--- src/rtl/demorgan_pkg.sv ---
// Shared types and constants for the De Morgan second-law demonstration block.
// Latency: n/a (declarations only).
// Backpressure: n/a.
package demorgan_pkg;

  // Index of an input combination, formed as {a,b}.
  typedef logic [1:0] combo_t;

  localparam combo_t COMBO_00 = 2'd0;
  localparam combo_t COMBO_01 = 2'd1;
  localparam combo_t COMBO_10 = 2'd2;
  localparam combo_t COMBO_11 = 2'd3;

  localparam int unsigned NUM_COMBOS = 4;

  // Packs the two operands into a combination index.
  function automatic combo_t combo_of(input logic a, input logic b);
    return {a, b};
  endfunction

endpackage

--- src/rtl/sat_counter.sv ---
// Saturating up-counter with enable; holds at all-ones instead of wrapping.
// Latency: count updates on the rising clk edge after en is sampled high.
// Backpressure: none; en is a plain strobe.
//
// Ports:
//   clk    rising-edge clock
//   rst_n  asynchronous active-low reset, clears cnt
//   en     increment request for this edge
//   cnt    current count, W bits
module sat_counter #(
  parameter int W = 8
) (
  input  logic         clk,
  input  logic         rst_n,
  input  logic         en,
  output logic [W-1:0] cnt
);

  logic at_max;

  assign at_max = &cnt;

  always_ff @(posedge clk or negedge rst_n) begin
    if (!rst_n) begin
      cnt <= '0;
    end else if (en && !at_max) begin
      cnt <= cnt + W'(1);
    end
  end

endmodule

--- src/rtl/demorgan_2nd_b.sv ---
// De Morgan second law, right-hand form: e = ~a | ~b (NAND), plus a clocked monitor.
// Latency: e is combinational (0 cycles); e_q, mismatch, hit_vec and counters update 1 clk edge later.
// Backpressure: none; inputs are sampled every rising edge.
//
// Ports:
//   clk, rst_n   monitor clock and async active-low reset (e does not depend on them)
//   a, b         operands
//   e            combinational ~a | ~b
//   e_q          e registered on clk
//   mismatch     sticky: left form ~(a&b) disagreed with right form on a sampled edge
//   hit_vec      sticky per-combination seen flags, bit index = {a,b}
//   cov_done     all four combinations seen
//   cnt_sel      selects which combination counter appears on cnt_out
//   cnt_out      saturating hit count of the selected combination
module demorgan_2nd_b
  import demorgan_pkg::*;
#(
  parameter int CNT_W = 8
) (
  input  logic             clk,
  input  logic             rst_n,
  input  logic             a,
  input  logic             b,
  output logic             e,
  output logic             e_q,
  output logic             mismatch,
  output logic [3:0]       hit_vec,
  output logic             cov_done,
  input  logic [1:0]       cnt_sel,
  output logic [CNT_W-1:0] cnt_out
);

  // Right-hand form built literally: two inverters feeding an OR.
  logic a_inv;
  logic b_inv;

  assign a_inv = ~a;
  assign b_inv = ~b;
  assign e     = a_inv | b_inv;

  // Left-hand form exists only so the monitor can compare the two.
  logic e_left;

  assign e_left = ~(a & b);

  combo_t combo;

  assign combo = combo_of(a, b);

  always_ff @(posedge clk or negedge rst_n) begin
    if (!rst_n) begin
      e_q      <= 1'b0;
      mismatch <= 1'b0;
      hit_vec  <= 4'b0000;
    end else begin
      e_q           <= e;
      mismatch      <= mismatch | (e_left ^ e);
      hit_vec[combo] <= 1'b1;
    end
  end

  assign cov_done = &hit_vec;

  logic [CNT_W-1:0] cnt_arr [NUM_COMBOS];

  for (genvar i = 0; i < NUM_COMBOS; i++) begin : g_cnt
    sat_counter #(
      .W (CNT_W)
    ) u_cnt (
      .clk   (clk),
      .rst_n (rst_n),
      .en    (combo == combo_t'(i)),
      .cnt   (cnt_arr[i])
    );
  end

  assign cnt_out = cnt_arr[cnt_sel];

endmodule

--- config.mk ---
export PLATFORM = sky130hd
export DESIGN_NAME = demorgan_2nd_b
export DESIGN_NICKNAME = d
export VERILOG_FILES = /design/src/rtl/demorgan_pkg.sv /design/src/rtl/sat_counter.sv /design/src/rtl/demorgan_2nd_b.sv
export SDC_FILE = /design/constraint.sdc
export NUM_CORES = 1
export LEC_CHECK = 0
export ABC_AREA = 1
export CAP_MARGIN = 20
export CORE_UTILIZATION = 50
export CTS_BUF_LIST = sky130_fd_sc_hd__clkbuf_4 sky130_fd_sc_hd__clkbuf_8
export DETAILED_ROUTE_END_ITERATION = 16
export GPL_TIMING_DRIVEN = 0
export MAX_ROUTING_LAYER = met4
export PLACE_DENSITY = 0.71
export SYNTH_ARGS = -nofsm -noshare
export SYNTH_HDL_FRONTEND = slang
export SYNTH_SLANG_ARGS = --single-unit
--- constraint.sdc ---
create_clock -name clk -period 1.9 [get_ports clk]
set_input_delay 0.38 -clock clk [delete_from_list [all_inputs] [get_ports clk]]
set_output_delay 0.38 -clock clk [all_outputs]
set_load 0.02 [all_outputs]
==> summary.txt, run 1 <==
Die
  • Die height: 69.91 um
  • Initial Util: 52.60%
  • Core Area: 4384 sq um
  • Site row count: 24
  • Die Area: 4887 sq um
  • Ports: 22
  • Die X: 69.91 um

Clock network
  • Clock sink count: 37
  • TritonCTS buffer count: 5
  • Clock buffer depth: 2
  • Worst-skew pair later-pin latency: 290 ps
  • H-tree levels: 2
  • CTS tree: yes
  • Clk root buf: clkbuf_8
  • Number of setup buffers added after CTS: 0
  • Clock-pin slew of the registers on the worst-case setup and hold paths: 60 ps

Worst setup path
  • Reg2reg start: g_cnt[0].u_cnt.cnt[0]$_DFFE_PN0P_
  • CP arrival: 1380 ps
  • Required @ worst endpoint: 1520 ps
  • Worst setup EP type: primary output
  • Crit Path Category: input pin to primary output
  • Critical path startpoint category: input pin
  • CP Buf/Inv Count: 4
  • Cell class contributing the biggest share of worst-path delay: buffers and inverters
  • Crit-path cells: dlygate4sd2_1, inv_1, buf_2, o21ai_0, a21oi_1, a21oi_1, buf_2
  • Cells on worst reg2reg path: 7
  • FF-to-FF setup slack: 550 ps
  • CP max stage cell: dlygate4sd2_1
  • RR Endpoint: g_cnt[0].u_cnt.cnt[2]$_DFFE_PN0P_
  • Critical path's largest stage delay: 250 ps
  • CP Max Fanout: 10

Synth
  • Mapped Area: 2306 sq um
  • Cell variety after synth: 27
  • Most frequent cell after synthesis: nand2_1
  • Area leader, netlist: dfrtp_1
  • Synth top cells by count: nand2_1 (110), inv_1 (38), dfrtp_1 (37), nor2_1 (27), nand3_1 (18)
  • Post-synth ARST share: 100.0%
  • Post-synth EDFFs: 0
  • Sequential area share after synthesis: 40.15%
  • Syn Area/Cell: 7.161 sq um
  • Top_reg_cell synth: dfrtp_1
  • Post-synth net total: 332
  • Top cell type's share of synthesized area: 40.15%
  • Yosys warns: 0
  • #FFs+latches synth: 37
  • Synth top area cells: dfrtp_1 (40%), nand2_1 (18%), inv_1 (6.2%)
  • Cells after Synth: 322

Drt
  • WL final: 4794 um
  • Via/cell ratio: 4.988
  • WL per Instance: 11.96 um
  • DR pass1 iterations: 4
  • Post-route antenna net violation count: 0
  • DRT iter0 DRCs: 136
  • Vias: 2000
  • DRC Markers: 0

Final layout
  • Layout area overhead: 13.67%
  • Nets: 359
  • Share of layout cells above drive strength 1: 13.18%
  • # diodes: 0
  • Fillcell total: 422
  • Final Instance Area: 2621 sq um
  • Final std cells w/o fill: 401

Placed design
  • Placed instance count: 394
  • Post-DP HPWL: 3571 um
  • I/O Buffers: 20
  • Placer Congestion: 0.9023
  • Placed cell area: 2566 sq um

STA
  • Pins Over Slew Limit: 0
  • Total setup violations reported at the end of the flow: 0
  • Tightest Pin Transition: 832.5 ps
  • Final min period: 1757 ps
  • Post-route setup TNS: 0 ps
  • Peak Freq: 569.1 MHz
  • Clock Skew: 6.444 ps
  • Relative slew margins: 44.50%
  • Final period util: 92.48%
  • Hold_ws: 189.8 ps
  • RSZ-0062 raised after global routing: false
  • Final hold viol count: 0

Global route
  • Largest net degree at the start of global routing: 38
  • Number of global-route vias before repair: 1844
  • GRT Resource Usage Total: 22.62%
  • First-pass GRT wire length: 8514 um
  • Initial antenna violation count: 0
  • Total global routing overflow: 0

Power and ir drop
  • P_leak: 1.351 nW
  • P per Cell Area: 908.4 nW/um^2
  • Worst vdd rail ir drop: 0.4963 mV

Run status
  • Status: complete, no violations

Min path
  • Worst min path class: input pin to async pin

Run
  • Maxcap violations: 0
-- worst max path at each step --
stage | startpoint | end | slack, ps | cells after the start
global placement | cnt_sel[0] | cnt_out[3] | -580 | 7
CTS | cnt_sel[0] | cnt_out[3] | 120 | 7
finish | cnt_sel[0] | cnt_out[7] | 140 | 7
global route | cnt_sel[0] | cnt_out[0] | 40 | 7
floorplan | hit_vec[2]$_DFF_PN0_ | cov_done | 280 | 2
detailed placement | cnt_sel[0] | cnt_out[3] | -600 | 7
-- logic make-up (layout without fill, tap and decap cells) --
kind of cell / count (synthesis) / count (layout) / share of synthesized area [%]
XOR/XNOR: 8 / 8 / 3.039
flip-flops: 37 / 37 / 40.15
buffers and inverters: 48 / 75 / 8.356
AO/OA/AOI/OAI: 39 / 39 / 8.953
other: 1 / 1 / 0.1626
AND/OR/NAND/NOR: 185 / 185 / 37.17
adder cells (fa/ha/maj): 4 / 4 / 2.170
-- registers in the layout, indices dropped and copies added (netlist names) --
signal / cells
e_q: 1
g_cnt.u_cnt.cnt: 32
hit_vec: 4
-- timing repair --
item,in CTS,in global routing
gates resized for setup,40,1
pin swaps,0,0
endpoints found under the setup margin,10,1
hold buffers,0,0
-- routing by layer --
layer  share of wire, %  GRT usage [%]  wire (um)
met1                 52          31.27       2470
met2                 45          33.97       2151
met3                2.2          4.329        106
met4                1.4          6.667         66
met5                  0              -          0
-- where the power goes --
part	switching (mW)	leakage (nW)	internal, mW
Combinational	0.367	0.860	0.277
Sequential	0.227	0.443	0.943
Clock	0.265	0.0477	0.302
-- cells in the final DEF, fill, tap and decap left out, drive strengths merged --
cell type      instances
a21oi                 14
buf                   15
clkbuf                 7
clkdlybuf4s50          7
conb                   1
dfrtp                 37
dlygate4sd2            4
ha                     4
inv                   42
nand2                122
nand3                 19
nand3b                 3
nand4                  6
nor2                  33
nor3                   1
nor4                   1
o21a                   1
o21ai                 20
o22ai                  4
xnor2                  8
-- cell type report --
class / instances / area (sq um) / share of cell area (%)
Inverter: 42 / 157.7 / 6.014
Timing Repair Buffer: 20 / 152.6 / 5.823
Tap cell: 52 / 65.06 / 2.482
Sequential cell: 37 / 925.9 / 35.32
Multi-Input combinational cell: 237 / 1187 / 45.30
Clock buffer: 7 / 90.09 / 3.437
Buffer: 6 / 42.54 / 1.623
-- per-stage QoR --
step	util, %	power (mW)	worst slack [ps]
final	59.79	2.381	142.9
after global routing	59.79	2.557	36.93
after detailed placement	58.53	1.851	-597.4
after floorplan	-	1.628	282.1
after CTS	59.79	2.404	123.9
after global placement	58.65	1.841	-575.7
Note: power is estimated with default switching activity, not from simulation.
==> run 2: changes to the inputs <==
--- a/config.mk
+++ b/config.mk
@@ -13,6 +13,7 @@
 export GPL_TIMING_DRIVEN = 0
 export MAX_ROUTING_LAYER = met4
 export PLACE_DENSITY = 0.71
+export SLEW_MARGIN = 15
 export SYNTH_ARGS = -nofsm -noshare
 export SYNTH_HDL_FRONTEND = slang
 export SYNTH_SLANG_ARGS = --single-unit
==> run 2 against run 1 <==
  * Hold slack lost 160 ps
  * Design area up 1.1%
  * Setup slack got worse by 24 ps
  * Final cell count grew 0.50%
  * Highest routed layer unchanged
==> summary.txt, run 2 (synthesized netlist as in run 1, its figures left out) <==
Worst setup path
  • Reg2reg start: g_cnt[2].u_cnt.cnt[0]$_DFFE_PN0P_ (was g_cnt[0].u_cnt.cnt[0]$_DFFE_PN0P_)
  • Crit Path Category: input pin to primary output (unchanged)
  • Required @ worst endpoint: 1520 ps (about the same)
  • Cells on worst reg2reg path: 8 (was 7)
  • Critical Path End: cnt_out[6] (was cnt_out[7])
  • Worst setup EP type: primary output (unchanged)
  • FF-to-FF setup slack: 540 ps (was 550 ps)
  • Crit path launch: cnt_sel[0] (unchanged)
  • CP arrival: 1400 ps (was 1380 ps)
  • CP Max Fanout: 10 (unchanged)
  • Critical path startpoint category: input pin (unchanged)
  • RR Endpoint: g_cnt[2].u_cnt.cnt[7]$_DFFE_PN0P_ (was g_cnt[0].u_cnt.cnt[2]$_DFFE_PN0P_)

Clock network
  • Post-cts hold buffer count: 0 (unchanged)
  • Worst-skew pair later-pin latency: 290 ps (about the same)
  • Clk root buf: clkbuf_8 (unchanged)
  • CTS tree: yes (unchanged)
  • Clock buffer depth: 2 (unchanged)
  • TritonCTS buffer count: 5 (unchanged)
  • Clock-pin slew of the registers on the worst-case setup and hold paths: 70 ps (was 60 ps)
  • Clock sink count: 37 (unchanged)
  • Post-cts sizing count: 40 (unchanged)
  • Number of setup buffers added after CTS: 0 (unchanged)
  • H-tree levels: 2 (unchanged)

Global route
  • Number of global-route vias before repair: 1849 (was 1844)
  • Total global routing overflow: 0 (unchanged)
  • Initial antenna violation count: 0 (unchanged)
  • Largest net degree at the start of global routing: 21 (was 38)
  • First-pass GRT wire length: 8480 um (was 8514 um)
  • GRT Resource Usage Total: 22.55% (was 22.62%)

Final layout
  • Most frequent cells in the layout: nand2_1 (110), inv_1 (38), dfrtp_1 (37) (unchanged)
  • Largest registers: g_cnt.u_cnt.cnt (32), hit_vec (4), e_q (1) (unchanged)
  • Nets: 360 (was 359)
  • Share of layout cells above drive strength 1: 13.68% (was 13.18%)
  • # diodes: 0 (unchanged)
  • Top reg by flops: g_cnt.u_cnt.cnt (unchanged)
  • Fillcell total: 398 (was 422)
  • Layout area overhead: 14.92% (was 13.67%)
  • Max reg flops: 32 (unchanged)
  • Final std cells w/o fill: 403 (was 401)
  • Final Instance Area: 2650 sq um (was 2621 sq um)
  • Most common cell after layout, fill and taps aside: nand2_1 (unchanged)

STA
  • Pins Over Slew Limit: 0 (unchanged)
  • Post-route setup TNS: 0 ps (unchanged)
  • Final period util: 93.75% (was 92.48%)
  • Final min period: 1781 ps (was 1757 ps)
  • Final worst setup slack: 118.8 ps (was 142.9 ps)
  • Peak Freq: 561.4 MHz (was 569.1 MHz)
  • Final hold viol count: 0 (unchanged)
  • RSZ-0062 raised after global routing: false (unchanged)
  • Clock Skew: 3.257 ps (was 6.444 ps)
  • Total setup violations reported at the end of the flow: 0 (unchanged)

Placed design
  • Post-DP HPWL: 3672 um (was 3571 um)
  • Placed cell area: 2594 sq um (was 2566 sq um)
  • I/O Buffers: 20 (unchanged)
  • Placed instance count: 395 (was 394)
  • Setup WS pre-CTS: -581.1 ps (was -597.4 ps)
  • Placer Congestion: 0.9023 (unchanged)

Die
  • Ports: 22 (unchanged)
  • Die height: 69.91 um (unchanged)
  • Initial Util: 52.60% (unchanged)
  • Site row count: 24 (unchanged)
  • Die Area: 4887 sq um (unchanged)
  • Die X: 69.91 um (unchanged)
  • Core Area: 4384 sq um (unchanged)

Drt
  • DRC Markers: 0 (unchanged)
  • WL per Instance: 12.00 um (was 11.96 um)
  • Via/cell ratio: 4.990 (was 4.988)
  • Post-route antenna net violation count: 0 (unchanged)
  • WL final: 4837 um (was 4794 um)
  • Vias: 2011 (was 2000)
  • DRT iter0 DRCs: 122 (was 136)
  • DR pass1 iterations: 4 (unchanged)

Run
  • Maxcap violations: 0 (unchanged)

Min path
  • Worst min path class: input pin to async pin (unchanged)

Power and ir drop
  • Worst vdd rail ir drop: 0.4687 mV (was 0.4963 mV)
  • P_leak: 1.365 nW (was 1.351 nW)
  • Total power: 2.386 mW (was 2.381 mW)
  • P per Cell Area: 900.4 nW/um^2 (was 908.4 nW/um^2)

Run status
  • Status: complete, no violations (unchanged)
==> run 2: changes by cell type in the layout (fill, tap and decap cells not counted) <==
| cell | before | now |
|---|---|---|
| clkbuf_4 | 1 | 3 |
| o21ai_1 | 3 | 2 |
| buf_16 | 0 | 1 |
| clkbuf_8 | 6 | 5 |
| o21ai_0 | 16 | 17 |
==> run 2: how the worst min path moves through the flow <==
stage / start / endpoint / slack, ps / cells past startpoint
after detailed placement: rst_n / g_cnt[0].u_cnt.cnt[6]$_DFFE_PN0P_ / 350 / 1
after global routing: rst_n / g_cnt[0].u_cnt.cnt[6]$_DFFE_PN0P_ / 60 / 1
final: rst_n / g_cnt[0].u_cnt.cnt[6]$_DFFE_PN0P_ / 30 / 1
after floorplan: rst_n / e_q$_DFF_PN0_ / 80 / 0
after global placement: g_cnt[1].u_cnt.cnt[7]$_DFFE_PN0P_ / g_cnt[1].u_cnt.cnt[7]$_DFFE_PN0P_ / 450 / 2
after CTS: rst_n / g_cnt[0].u_cnt.cnt[6]$_DFFE_PN0P_ / 40 / 1
==> run 2: through the flow <==
step	utilization [%]	hold slack, ps
floorplan	-	84.41
global placement	58.65	453.3
detailed placement	59.16	354.1
CTS	60.45	40.67
global route	60.45	58.68
finish	60.45	31.81
==> run 2: worst max-delay path, cell delays in order <==
cell and delay, ps:
dlygate4sd2_1 260, inv_1 70, buf_2 200, nor2_1 70, o22ai_1 220, buf_2 200
==> run 2: layout make-up <==
cell class              count  area [sq um]  area share [%]
multi-input cells         237          1187           44.81
flip-flops and latches     37         925.9           34.94
repair buffers             21         182.7           6.893
inverters                  42         157.7           5.949
clock buffers               8         91.34           3.447
well taps                  52         65.06           2.455
plain buffers               6         40.04           1.511
==> run 2: power breakdown <==
| group | switching (mW) | internal, mW |
|---|---|---|
| sequential | 0.222 | 0.943 |
| combinational | 0.367 | 0.283 |
| clock | 0.267 | 0.304 |
==> run 2: routing by layer <==
| metal | track usage (%) | share of wire, % |
|---|---|---|
| met1 | 30.50 | 51 |
| met2 | 33.97 | 45 |
| met4 | 7.778 | 1.4 |
| met3 | 4.473 | 2.8 |
| met5 | - | 0 |
